`src/rtl/md_issue_pkg.sv`:
```
`default_nettype none
// ============================================================================
//  Module      : md_issue_pkg
//  Description : Shared definitions for the multiply/divide issue controller:
//                md op codes (as defined by md.h), issue FSM state encoding,
//                the queued request record and small op-classification
//                helpers.
//  Revision    : 1.0 - initial release
// ============================================================================
package md_issue_pkg;

    // Op codes understood by the md unit (mirrors md.h).
    localparam logic [3:0] MD_NONE  = 4'd0;
    localparam logic [3:0] MD_MULT  = 4'd1;
    localparam logic [3:0] MD_MULTU = 4'd2;
    localparam logic [3:0] MD_DIV   = 4'd3;
    localparam logic [3:0] MD_DIVU  = 4'd4;
    localparam logic [3:0] MD_MTHI  = 4'd5;
    localparam logic [3:0] MD_MTLO  = 4'd6;

    // Issue FSM state encodings (md_issue.h).
    typedef enum logic [1:0] {
        MD_ISSUE_IDLE  = 2'd0,
        MD_ISSUE_ISSUE = 2'd1,
        MD_ISSUE_WAIT  = 2'd2
    } md_issue_state_e;

    // One queued request: {op, a, b} = 68 bits.
    typedef struct packed {
        logic [3:0]  op;
        logic [31:0] a;
        logic [31:0] b;
    } md_req_t;

    localparam int MD_REQ_W = $bits(md_req_t);

    function automatic logic md_op_legal(input logic [3:0] op);
        return (op == MD_MULT) || (op == MD_MULTU) || (op == MD_DIV) ||
               (op == MD_DIVU) || (op == MD_MTHI)  || (op == MD_MTLO);
    endfunction

    // Ops that keep md busy for several cycles after issue.
    function automatic logic md_op_long(input logic [3:0] op);
        return (op == MD_MULT) || (op == MD_MULTU) ||
               (op == MD_DIV)  || (op == MD_DIVU);
    endfunction

    function automatic logic md_op_div(input logic [3:0] op);
        return (op == MD_DIV) || (op == MD_DIVU);
    endfunction

endpackage
`default_nettype wire

```
`src/rtl/md_fifo.sv`:
```
`default_nettype none
// ============================================================================
//  Module      : md_fifo
//  Description : Synchronous FIFO holding queued md requests.
//                Ports: clk, rst_n (async active-low), push/push_data,
//                pop/pop_data (head entry, valid when !empty), full, empty,
//                count (occupancy, 0..DEPTH).
//  Revision    : 1.0 - initial release
// ============================================================================
module md_fifo
    import md_issue_pkg::*;
#(
    parameter int DEPTH = 2,
    parameter int WIDTH = MD_REQ_W
) (
    input  logic                   clk,
    input  logic                   rst_n,
    input  logic                   push,
    input  logic [WIDTH-1:0]       push_data,
    input  logic                   pop,
    output logic [WIDTH-1:0]       pop_data,
    output logic                   full,
    output logic                   empty,
    output logic [$clog2(DEPTH):0] count
);

    localparam int PTR_W = $clog2(DEPTH);

    logic [WIDTH-1:0] mem_q [DEPTH];
    logic [PTR_W-1:0] wr_ptr_q, wr_ptr_d;
    logic [PTR_W-1:0] rd_ptr_q, rd_ptr_d;
    logic [PTR_W:0]   count_q,  count_d;
    logic             w_do_push;
    logic             w_do_pop;

    assign full     = (count_q == (PTR_W+1)'(DEPTH));
    assign empty    = (count_q == '0);
    assign count    = count_q;
    assign pop_data = mem_q[rd_ptr_q];

    // DEPTH is a power of two, so pointers wrap naturally.
    always_comb begin
        w_do_push = push && !full;
        w_do_pop  = pop && !empty;
        wr_ptr_d  = wr_ptr_q;
        rd_ptr_d  = rd_ptr_q;
        count_d   = count_q;
        if (w_do_push) wr_ptr_d = wr_ptr_q + PTR_W'(1);
        if (w_do_pop)  rd_ptr_d = rd_ptr_q + PTR_W'(1);
        case ({w_do_push, w_do_pop})
            2'b10:   count_d = count_q + (PTR_W+1)'(1);
            2'b01:   count_d = count_q - (PTR_W+1)'(1);
            default: count_d = count_q;
        endcase
    end

    always_ff @(posedge clk or negedge rst_n) begin
        if (!rst_n) begin
            wr_ptr_q <= '0;
            rd_ptr_q <= '0;
            count_q  <= '0;
        end else begin
            wr_ptr_q <= wr_ptr_d;
            rd_ptr_q <= rd_ptr_d;
            count_q  <= count_d;
        end
    end

    // Storage needs no reset: entries are only read when count says valid.
    always_ff @(posedge clk) begin
        if (w_do_push) mem_q[wr_ptr_q] <= push_data;
    end

endmodule
`default_nettype wire

```
`src/rtl/md_issue.sv`:
```
`default_nettype none
// ============================================================================
//  Module      : md_issue
//  Description : Issue/interlock controller between EX and the md unit.
//                Queues MULT/MULTU/DIV/DIVU/MTHI/MTLO requests, issues them
//                in order one per md idle window, and stalls MFHI/MFLO
//                until all queued and in-flight work has retired.
//                Ports: req_* (EX request side, req_ready = not full),
//                rd_* (MFHI/MFLO read, rd_stall/rd_data), div0 (divide by
//                zero pulse), md_op/md_dh/md_dl (to md), md_busy/md_hi/
//                md_lo (from md).
//  Revision    : 1.0 - initial release
// ============================================================================
module md_issue
    import md_issue_pkg::*;
#(
    parameter int DEPTH = 2
) (
    input  logic        clk,
    input  logic        rst_n,
    input  logic        req_valid,
    input  logic [3:0]  req_op,
    input  logic [31:0] req_a,
    input  logic [31:0] req_b,
    output logic        req_ready,
    input  logic        rd_valid,
    input  logic        rd_sel,
    output logic        rd_stall,
    output logic [31:0] rd_data,
    output logic        div0,
    output logic [3:0]  md_op,
    output logic [31:0] md_dh,
    output logic [31:0] md_dl,
    input  logic        md_busy,
    input  logic [31:0] md_hi,
    input  logic [31:0] md_lo
);

    md_issue_state_e       state_q, state_d;
    logic [3:0]            md_op_q, md_op_d;
    logic [31:0]           md_dh_q, md_dh_d;
    logic [31:0]           md_dl_q, md_dl_d;
    logic                  div0_q,  div0_d;

    logic                  w_push;
    logic                  w_pop;
    logic                  w_full;
    logic                  w_empty;
    logic [$clog2(DEPTH):0] w_count;
    md_req_t               w_push_req;
    logic [MD_REQ_W-1:0]   w_head_raw;
    md_req_t               w_head;

    // Illegal codes are silently dropped rather than queued.
    assign req_ready  = !w_full;
    assign w_push     = req_valid && req_ready && md_op_legal(req_op);
    assign w_push_req = '{op: req_op, a: req_a, b: req_b};
    assign w_head     = md_req_t'(w_head_raw);

    md_fifo #(
        .DEPTH (DEPTH),
        .WIDTH (MD_REQ_W)
    ) u_fifo (
        .clk       (clk),
        .rst_n     (rst_n),
        .push      (w_push),
        .push_data (w_push_req),
        .pop       (w_pop),
        .pop_data  (w_head_raw),
        .full      (w_full),
        .empty     (w_empty),
        .count     (w_count)
    );

    always_comb begin
        state_d = state_q;
        md_op_d = MD_NONE;
        md_dh_d = md_dh_q;
        md_dl_d = md_dl_q;
        div0_d  = 1'b0;
        w_pop   = 1'b0;
        case (state_q)
            MD_ISSUE_IDLE: begin
                // After a reset md may still be finishing an old op.
                if (!w_empty && !md_busy) begin
                    w_pop   = 1'b1;
                    md_op_d = w_head.op;
                    md_dh_d = w_head.a;
                    md_dl_d = w_head.b;
                    div0_d  = md_op_div(w_head.op) && (w_head.b == 32'd0);
                    state_d = MD_ISSUE_ISSUE;
                end
            end
            MD_ISSUE_ISSUE: begin
                state_d = md_op_long(md_op_q) ? MD_ISSUE_WAIT : MD_ISSUE_IDLE;
            end
            MD_ISSUE_WAIT: begin
                if (!md_busy) state_d = MD_ISSUE_IDLE;
            end
            default: state_d = MD_ISSUE_IDLE;
        endcase
    end

    always_ff @(posedge clk or negedge rst_n) begin
        if (!rst_n) begin
            state_q <= MD_ISSUE_IDLE;
            md_op_q <= MD_NONE;
            md_dh_q <= 32'd0;
            md_dl_q <= 32'd0;
            div0_q  <= 1'b0;
        end else begin
            state_q <= state_d;
            md_op_q <= md_op_d;
            md_dh_q <= md_dh_d;
            md_dl_q <= md_dl_d;
            div0_q  <= div0_d;
        end
    end

    assign md_op = md_op_q;
    assign md_dh = md_dh_q;
    assign md_dl = md_dl_q;
    assign div0  = div0_q;

    // A push in the same cycle also stalls the read: its op lands in the
    // FIFO at the edge and must retire before HI/LO are meaningful.
    assign rd_stall = rd_valid && ((w_count != '0) || w_push ||
                                   (state_q != MD_ISSUE_IDLE) || md_busy);
    assign rd_data  = rd_sel ? md_hi : md_lo;

endmodule
`default_nettype wire
```
`config.mk`:
```
export PLATFORM = sky130hd
export DESIGN_NAME = md_issue
export DESIGN_NICKNAME = d
export VERILOG_FILES = /design/src/rtl/md_issue_pkg.sv /design/src/rtl/md_fifo.sv /design/src/rtl/md_issue.sv
export SDC_FILE = /design/constraint.sdc
export NUM_CORES = 1
export LEC_CHECK = 0
export CORE_MARGIN = 2
export CORE_UTILIZATION = 51
export CTS_CLUSTER_SIZE = 8
export DETAILED_ROUTE_END_ITERATION = 7
export PLACE_DENSITY = 0.86
export SKIP_LAST_GASP = 1
export SLEW_MARGIN = 20
export SYNTH_ARGS = -nofsm -noshare
export SYNTH_HDL_FRONTEND = slang
export SYNTH_SLANG_ARGS = --single-unit
```
`constraint.sdc`:
```
create_clock -name clk -period 7.85 [get_ports clk]
set_input_delay 0.785 -clock clk [delete_from_list [all_inputs] [get_ports clk]]
set_output_delay 0.785 -clock clk [all_outputs]
set_load 0.005 [all_outputs]
```
==> results of run 1 <==
==> cell usage after synthesis <==
master | instances | area share, %
sky130_fd_sc_hd__xnor2_1 | 4 | 0.43
sky130_fd_sc_hd__edfxtp_1 | 136 | 50
sky130_fd_sc_hd__mux2_2 | 32 | 4.5
sky130_fd_sc_hd__or3_1 | 1 | 0.077
sky130_fd_sc_hd__nand2_1 | 66 | 3.1
sky130_fd_sc_hd__clkbuf_1 | 8 | 0.37
sky130_fd_sc_hd__a22oi_1 | 1 | 0.093
sky130_fd_sc_hd__nand3_1 | 3 | 0.19
sky130_fd_sc_hd__a211oi_2 | 1 | 0.15
sky130_fd_sc_hd__nand2b_1 | 1 | 0.077
sky130_fd_sc_hd__o21ai_0 | 63 | 3.9
sky130_fd_sc_hd__o41ai_1 | 1 | 0.11
sky130_fd_sc_hd__buf_1 | 3 | 0.14
sky130_fd_sc_hd__buf_2 | 15 | 0.93
sky130_fd_sc_hd__nor3_1 | 2 | 0.12
sky130_fd_sc_hd__inv_1 | 4 | 0.19
sky130_fd_sc_hd__nand4_1 | 2 | 0.15
sky130_fd_sc_hd__a31oi_1 | 1 | 0.077
sky130_fd_sc_hd__o21ai_1 | 1 | 0.062
sky130_fd_sc_hd__and3b_1 | 2 | 0.22
sky130_fd_sc_hd__or4b_2 | 1 | 0.12
sky130_fd_sc_hd__o22ai_1 | 1 | 0.077
sky130_fd_sc_hd__nor2_1 | 12 | 0.56
sky130_fd_sc_hd__a21oi_1 | 3 | 0.19
sky130_fd_sc_hd__or4_4 | 1 | 0.14
sky130_fd_sc_hd__ha_1 | 1 | 0.15
sky130_fd_sc_hd__xor2_1 | 2 | 0.22
sky130_fd_sc_hd__or4_1 | 1 | 0.093
sky130_fd_sc_hd__and3_1 | 1 | 0.077
sky130_fd_sc_hd__nor4_2 | 4 | 0.62
sky130_fd_sc_hd__and4b_1 | 1 | 0.12
sky130_fd_sc_hd__nor4_1 | 9 | 0.70
sky130_fd_sc_hd__or4b_1 | 1 | 0.12
sky130_fd_sc_hd__dfrtp_1 | 75 | 23
sky130_fd_sc_hd__mux2i_1 | 68 | 8.4
==> final cells by class <==
class / count / area [sq um]
inverters: 4 / 15.01
clock buffers: 55 / 865.8
flip-flops and latches: 211 / 5964
multi-input cells: 287 / 2028
repair buffers: 244 / 2430
fillers: 997 / 4131
clock inverters: 1 / 7.507
well taps: 216 / 270.3
==> metal layers <==
layer | vias to the layer above | wire [microns] | track usage, %
li1 | 2463 | - | -
met1 | 2577 | 7271 | 25.64
met2 | 260 | 10470 | 42.84
met3 | 44 | 1752 | 6.027
met4 | 0 | 645 | 8.159
met5 | - | 0 | 0
==> through the flow <==
stage	cell area [sq um]	cells	utilization, %	worst slack (ps)	power [mW]
2_1_floorplan	8097	528	-	3339	2.128
3_3_place_gp	10710	962	68.15	4440	2.694
3_5_place_dp	10710	962	68.15	4320	2.747
4_1_cts	11580	1018	73.71	4392	3.928
5_1_grt	11580	1018	73.71	4294	4.095
6_report	11580	1018	73.71	4395	3.899
==> power breakdown <==
part	leakage (nW)	internal, mW	switching [mW]	total [mW]
logic	1.84	0.591	0.509	1.10
registers	2.17	1.46	0.170	1.63
clock network	0.411	0.730	0.437	1.17
==> flip-flops by register name, summed over array words and instances, names as in the netlist <==
register         cells
u_fifo.wr_ptr_q      1
u_fifo.mem_q       136
md_dh               32
md_op                4
u_fifo.count         2
div0                 1
u_fifo.rd_ptr_q      1
state_q              2
md_dl               32
==> cells by family after synthesis <==
logic type / count (synthesis) / synth area share, %
AOI/OAI and AO/OA: 72 / 4.652
xor gates and xnor gates: 6 / 0.6490
adders and majority gates: 1 / 0.1545
buffers and inverters: 30 / 1.623
DFF: 211 / 73.62
muxes: 100 / 12.86
and+or+nand+nor: 108 / 6.444
==> critical path: cells and delay by family <==
family | cells | cell delay, ps
buf+inv | 2 | 970
compound gates | 1 | 120
simple gates | 3 | 790
==> path summary, 6_finish.rpt <==
path                            cells after the start                   startpoint                     endpoint
max in group asynchronous                           1                        rst_n  u_fifo.rd_ptr_q$_DFFE_PN0P_
worst max register to register                      7  u_fifo.count[1]$_DFFE_PN0P_  u_fifo.count[1]$_DFFE_PN0P_
min in group clk                                    2        md_dl[22]$_DFFE_PN0P_        md_dl[22]$_DFFE_PN0P_
worst min register to register                      2        md_dl[22]$_DFFE_PN0P_        md_dl[22]$_DFFE_PN0P_
worst max-delay path                                6                    req_op[1]                     rd_stall
worst min-delay path                                1                        rst_n       state_q[1]$_DFFE_PN0P_
==> impl_summary.log, run 1 <==
INFO  metric antenna_found_initial = 0
INFO  metric maxSlewViolCount = 0
INFO  metric cts_sinks = 211
INFO  metric cp_slowest_stage_delay = 490 ps
INFO  metric layout-drive-gt1-share = 9.975%
INFO  metric critPathLaunchType = input port
INFO  metric grt.total_usage = 23.09%
INFO  metric via_count_of_the_first_global_routing_pass = 5592
INFO  metric timing.critical_path.cells = clkdlybuf4s50_1 -> or3_1 -> and4b_1 -> nand2_1 -> a31oi_1 -> clkdlybuf4s50_1
INFO  metric cts_setup_buffers = 0
INFO  metric outcome = finished, final reports clean
INFO  metric drv.max_cap_violation_count = 0
INFO  metric num_vias = 5344
INFO  metric netlist_instances = 528
INFO  metric portBuffers = 240
INFO  metric postSynthNetCount = 667
INFO  metric maximum_number_of_pins_on_one_net_before_global_route_repair = 101
INFO  metric die_x = 130 microns
INFO  metric antenna_cells = 0
INFO  metric final_common_cell = sky130_fd_sc_hd__clkdlybuf4s50_1
INFO  metric static-leakage-power = 4.418 nW
INFO  metric average_detailed_routed_wire_length_per_instance = 19.78 microns
INFO  metric floorplan.rows = 46
INFO  metric ir_worst_vdd = 0.3129 mV
INFO  metric postSynthRegisterBits = 211
INFO  metric setup-violations-final = 0
INFO  metric floorplan.initialDensity = 51.53%
INFO  metric synthesis.area_per_instance = 15.33 sq um
INFO  metric dp_hpwl = 13580 microns
INFO  metric critPathKind = in2out
INFO  metric worst_hold_path_type = in2async
INFO  metric grt_first_pass_wirelength = 29460 microns
INFO  metric routed_wl = 20140 microns
INFO  metric cp_slowest_cell = sky130_fd_sc_hd__clkdlybuf4s50_1
INFO  metric detail_route.iter0.violations = 293
INFO  metric clock_tree.buffer_depth = 3
INFO  metric sequential_fraction_of_the_synthesis_area = 73.62%
INFO  metric setup_tns = 0 ps
INFO  metric globalplace.congestion = 0.7693
INFO  metric critical_path.endpoint_type = output port
INFO  metric worst_path_most_repeated_cell = sky130_fd_sc_hd__clkdlybuf4s50_1
INFO  metric io_pins = 241
INFO  metric syn-cell-area = 8097 sq um
INFO  metric clock_skew = 11.20 ps
INFO  metric fin_crit_sh = 44.01%
INFO  metric slew_at_the_pin_closest_to_its_max_slew_limit = 1112 ps
INFO  metric dieHeight = 130 microns
INFO  metric max_freq = 0.2894 GHz
INFO  metric clk_pin_slew_worst_paths = 50 ps
INFO  metric layout_common_cells = 239 x sky130_fd_sc_hd__clkdlybuf4s50_1, 136 x sky130_fd_sc_hd__edfxtp_1, 74 x sky130_fd_sc_hd__dfrtp_1
INFO  metric ys.warnings.count = 0
INFO  metric cts.htree.levels = 1
INFO  metric final.min_clock_period = 3455 ps
INFO  metric power.density_cell_area = 336.7 nW/um^2
INFO  metric core_box_area = 15710 sq um
INFO  metric ff2ff_setup_slack = 4890 ps
INFO  metric max_slew_margin = 25.85%
INFO  metric yosys.cell_types.count = 35
INFO  metric crit_path_required_time = 7070 ps
INFO  metric die_area = 16900 sq um
INFO  metric gr-total-overflow = 0
INFO  metric detail_route.first_pass.iterations = 4
INFO  metric cts_repair_resize_count = 0
INFO  metric cts_inserted_buffers = 30
INFO  metric via_per_inst = 5.250
INFO  metric final_hold_viol_count = 0
INFO  metric cts_tree = yes
INFO  metric route.antenna.remaining_nets = 0
INFO  metric count_of_nets_after_finishing = 917
INFO  metric insertion_delay_to_the_later_sink_of_the_worst_skew_pair = 520 ps
INFO  metric critPathMaxFanout = 4
INFO  metric layout-area-overhead-vs-synth = 43.04%
INFO  metric cts-hold-fix-buffers = 0
INFO  metric clockRootBuffer = sky130_fd_sc_hd__clkbuf_16
INFO  metric remaining_drc_errors = 0
INFO  metric cp_data_arrival_time = 2670 ps
INFO  metric unrepaired_setup_endpoints_after_global_routing = no
INFO  metric fin_worst_hold_slack = 419.0 ps
Note: power is estimated with default switching activity, not from simulation.
==> inputs of run 2 (changes only) <==
--- a/config.mk
+++ b/config.mk
@@ -6,10 +6,10 @@
 export NUM_CORES = 1
 export LEC_CHECK = 0
 export CORE_MARGIN = 2
-export CORE_UTILIZATION = 51
+export CORE_UTILIZATION = 43
 export CTS_CLUSTER_SIZE = 8
 export DETAILED_ROUTE_END_ITERATION = 7
-export PLACE_DENSITY = 0.86
+export PLACE_DENSITY = 0.77
 export SKIP_LAST_GASP = 1
 export SLEW_MARGIN = 20
 export SYNTH_ARGS = -nofsm -noshare
==> constraint.sdc (replaced) <==
create_clock -name clk -period 2.9 [get_ports clk]
set_input_delay 0.29 -clock clk [delete_from_list [all_inputs] [get_ports clk]]
set_output_delay 0.29 -clock clk [all_outputs]
set_load 0.005 [all_outputs]
==> run 2 against run 1 <==
  * Cell area increased by 0.88%
  * Combinational power increased to 2.7 times the previous value
  * Wire length decreased by 1.7%
  * Register-to-register slack got worse by 4200 ps
  * Critical path depth decreased by 1
  * Cell count increased by 2.6%
  * Clock skew increased by 2.8 ps
  * Count of clock-buffer cells in the layout unchanged
  * Via count decreased by 0.43%
  * Utilization decreased by 11 points
  * Sequential cell count unchanged
  * Highest routed layer is now met5
==> impl_summary.log, run 2 (synthesis results as in run 1) <==
INFO  metric outcome = finished, final reports clean (unchanged)
INFO  metric cts_tree = yes (unchanged)
INFO  metric fillers = 1341 (was 997)
INFO  metric critPathLaunchType = flip-flop (was input port)
INFO  metric dp_hpwl = 13960 microns (was 13580 microns)
INFO  metric unrepaired_setup_endpoints_after_global_routing = no (unchanged)
INFO  metric ir_worst_vdd = 0.6348 mV (was 0.3129 mV)
INFO  metric detail_route.iter0.violations = 280 (was 293)
INFO  metric grt.total_usage = 19.34% (was 23.09%)
INFO  metric worst_hold_path_type = in2reg (was in2async)
INFO  metric io_pins = 241 (unchanged)
INFO  metric proportion_of_power_drawn_by_the_clock_network = 30.0% (was 29.9%)
INFO  metric detail_route.first_pass.iterations = 7 (was 4)
INFO  metric critPathLaunch = u_fifo.count[0]$_DFFE_PN0P_ (was req_op[1])
INFO  metric cts_setup_buffers = 0 (unchanged)
INFO  metric layout-area-overhead-vs-synth = 44.29% (was 43.04%)
INFO  metric antenna_cells = 0 (unchanged)
INFO  metric max_freq = 0.3763 GHz
INFO  metric detailroute.wirelength.met3 = 1757 microns (was 1752 microns)
INFO  metric switching_share = 28.25% (was 28.62%)
INFO  metric floorplan.initialDensity = 43.58% (was 51.53%)
INFO  metric static-leakage-power = 4.465 nW (was 4.418 nW)
INFO  metric fin_crit_sh = 91.63%
INFO  metric m1WireLength = 6994 microns (was 7271 microns)
INFO  metric cts_repair_resize_count = 0 (unchanged)
INFO  metric grt_first_pass_wirelength = 30040 microns (was 29460 microns)
INFO  metric cts-hold-fix-buffers = 1 (was 0)
INFO  metric power.density_cell_area = 902.4 nW/um^2 (was 336.7 nW/um^2)
INFO  metric insertion_delay_to_the_later_sink_of_the_worst_skew_pair = 520 ps (about the same)
INFO  metric maxSlewViolCount = 0 (unchanged)
INFO  metric crit_path_required_time = 2610 ps (was 7070 ps)
INFO  metric num_vias = 5321 (was 5344)
INFO  metric route.antenna.remaining_nets = 0 (unchanged)
INFO  metric regMostFlops = u_fifo.mem_q (unchanged)
INFO  metric seq_power_share = 42.1% (was 41.8%)
INFO  metric globalplace.congestion = 0.7939 (was 0.7693)
INFO  metric max_slew_margin = 35.50% (was 25.85%)
INFO  metric slew_at_the_pin_closest_to_its_max_slew_limit = 963.9 ps (was 1112 ps)
INFO  metric largest_register_ff_count = 136 (unchanged)
INFO  metric cts.htree.levels = 1 (unchanged)
INFO  metric cts_inserted_buffers = 30 (unchanged)
INFO  metric critPathKind = reg2out (was in2out)
INFO  metric maximum_number_of_pins_on_one_net_before_global_route_repair = 76 (was 101)
INFO  metric clockRootBuffer = sky130_fd_sc_hd__clkbuf_16 (unchanged)
INFO  metric via_count_of_the_first_global_routing_pass = 5699 (was 5592)
INFO  metric highest_layer = met5 (was met4)
INFO  metric remaining_drc_errors = 0 (unchanged)
INFO  metric final_hold_viol_count = 0 (unchanged)
INFO  metric clock_skew = 14.03 ps (was 11.20 ps)
INFO  metric regToRegStartpoint = u_fifo.count[1]$_DFFE_PN0P_ (unchanged)
INFO  metric critPathMaxFanout = 5 (was 4)
INFO  metric gr-total-overflow = 0 (unchanged)
INFO  metric layout_common_cells = 239 x sky130_fd_sc_hd__clkdlybuf4s50_1, 136 x sky130_fd_sc_hd__edfxtp_1, 74 x sky130_fd_sc_hd__dfrtp_1 (unchanged)
INFO  metric p_sw = 2.978 mW (was 1.116 mW)
INFO  metric dieHeight = 141.2 microns (was 130 microns)
INFO  metric portBuffers = 240 (unchanged)
INFO  metric min_from = req_a[3]
INFO  metric share_comb_of_total_power = 27.9% (was 28.2%)
INFO  metric final.min_clock_period = 2657 ps
INFO  metric die_x = 141.2 microns (was 130 microns)
INFO  metric setup-violations-final = 0 (unchanged)
INFO  metric via_per_inst = 5.097 (was 5.250)
INFO  metric floorplan.rows = 50 (was 46)
INFO  metric clk_pin_slew_worst_paths = 50 ps (about the same)
INFO  metric count_of_nets_after_finishing = 925 (was 917)
INFO  metric layout-drive-gt1-share = 10.74% (was 9.975%)
INFO  metric core_box_area = 18580 sq um (was 15710 sq um)
INFO  metric drv.max_cap_violation_count = 0 (unchanged)
INFO  metric cts_sinks = 211 (unchanged)
INFO  metric met2_wirelength = 10490 microns (was 10470 microns)
INFO  metric final_core_util = 62.88% (was 73.71%)
INFO  metric internal_power = 7.564 mW (was 2.783 mW)
INFO  metric average_detailed_routed_wire_length_per_instance = 18.96 microns (was 19.78 microns)
INFO  metric finalPower = 10.54 mW (was 3.899 mW)
INFO  metric critical_path.endpoint_type = output port (unchanged)
INFO  metric final_common_cell = sky130_fd_sc_hd__clkdlybuf4s50_1 (unchanged)
INFO  metric antenna_found_initial = 1 (was 0)
INFO  metric clock_tree.buffer_depth = 3 (unchanged)
INFO  metric cp_data_arrival_time = 2370 ps (was 2670 ps)
INFO  metric routed_wl = 19800 microns (was 20140 microns)
INFO  metric setup_tns = 0 ps (unchanged)
INFO  metric die_area = 19940 sq um (was 16900 sq um)
==> run 2: worst paths after layout <==
check	end	slack [ps]	depth (start not counted)
max in group asynchronous	u_fifo.rd_ptr_q$_DFFE_PN0P_	1900	2
min in group asynchronous	md_dh[15]$_DFFE_PN0P_	370	2
setup reg to reg	u_fifo.count[1]$_DFFE_PN0P_	660	6
setup / recovery	rd_stall	240	5
hold reg to reg	md_dl[23]$_DFFE_PN0P_	480	2
hold / removal	u_fifo.mem_q[1][35]$_DFFE_PP_	350	1
==> run 2: worst max-delay path, cell delays in order (launching register included) <==
cell,delay [ps]
sky130_fd_sc_hd__dfrtp_1,470
sky130_fd_sc_hd__nand2b_1,180
sky130_fd_sc_hd__and4b_1,210
sky130_fd_sc_hd__nand2_1,150
sky130_fd_sc_hd__a31oi_1,270
sky130_fd_sc_hd__clkdlybuf4s50_1,560
==> run 2: layout make-up <==
cell class | count | area [sq um] | area share (%)
flip-flops and latches | 211 | 5964 | 51.05
well taps | 234 | 292.8 | 2.506
clock buffers | 55 | 865.8 | 7.411
multi-input cells | 287 | 2028 | 17.36
repair buffers | 252 | 2509 | 21.47
clock inverters | 1 | 7.507 | 0.06426
inverters | 4 | 15.01 | 0.1285
==> run 2: power by group through the flow <==
| stage | sequential, mW | combinational, mW | clock, mW |
|---|---|---|---|
| floorplan | 4.34 | 1.42 | 0 |
| CTS | 4.45 | 3.01 | 3.23 |
| global placement | 4.45 | 2.91 | 0 |
| global route | 4.52 | 3.24 | 3.37 |
| detailed placement | 4.49 | 2.98 | 0 |
| finish | 4.44 | 2.95 | 3.16 |
==> run 2: routing by layer <==
metal  global-route usage, %  vias to the layer above
met1                   20.73                     2574
met3                   5.774                       38
met4                   6.421                        2
li1                        -                     2477
met5                       0                        -
met2                   36.23                      230
==> run 2: metrics by stage <==
stage	cells	area, sq um	hold slack [ps]	setup slack [ps]
2_1_floorplan	528	8104	-5.591	72.77
3_3_place_gp	987	10800	465.0	509.4
3_5_place_dp	987	10800	470.1	499.1
4_1_cts	1044	11680	327.9	218.8
5_1_grt	1044	11680	338.7	139.2
6_report	1044	11680	347.9	242.7
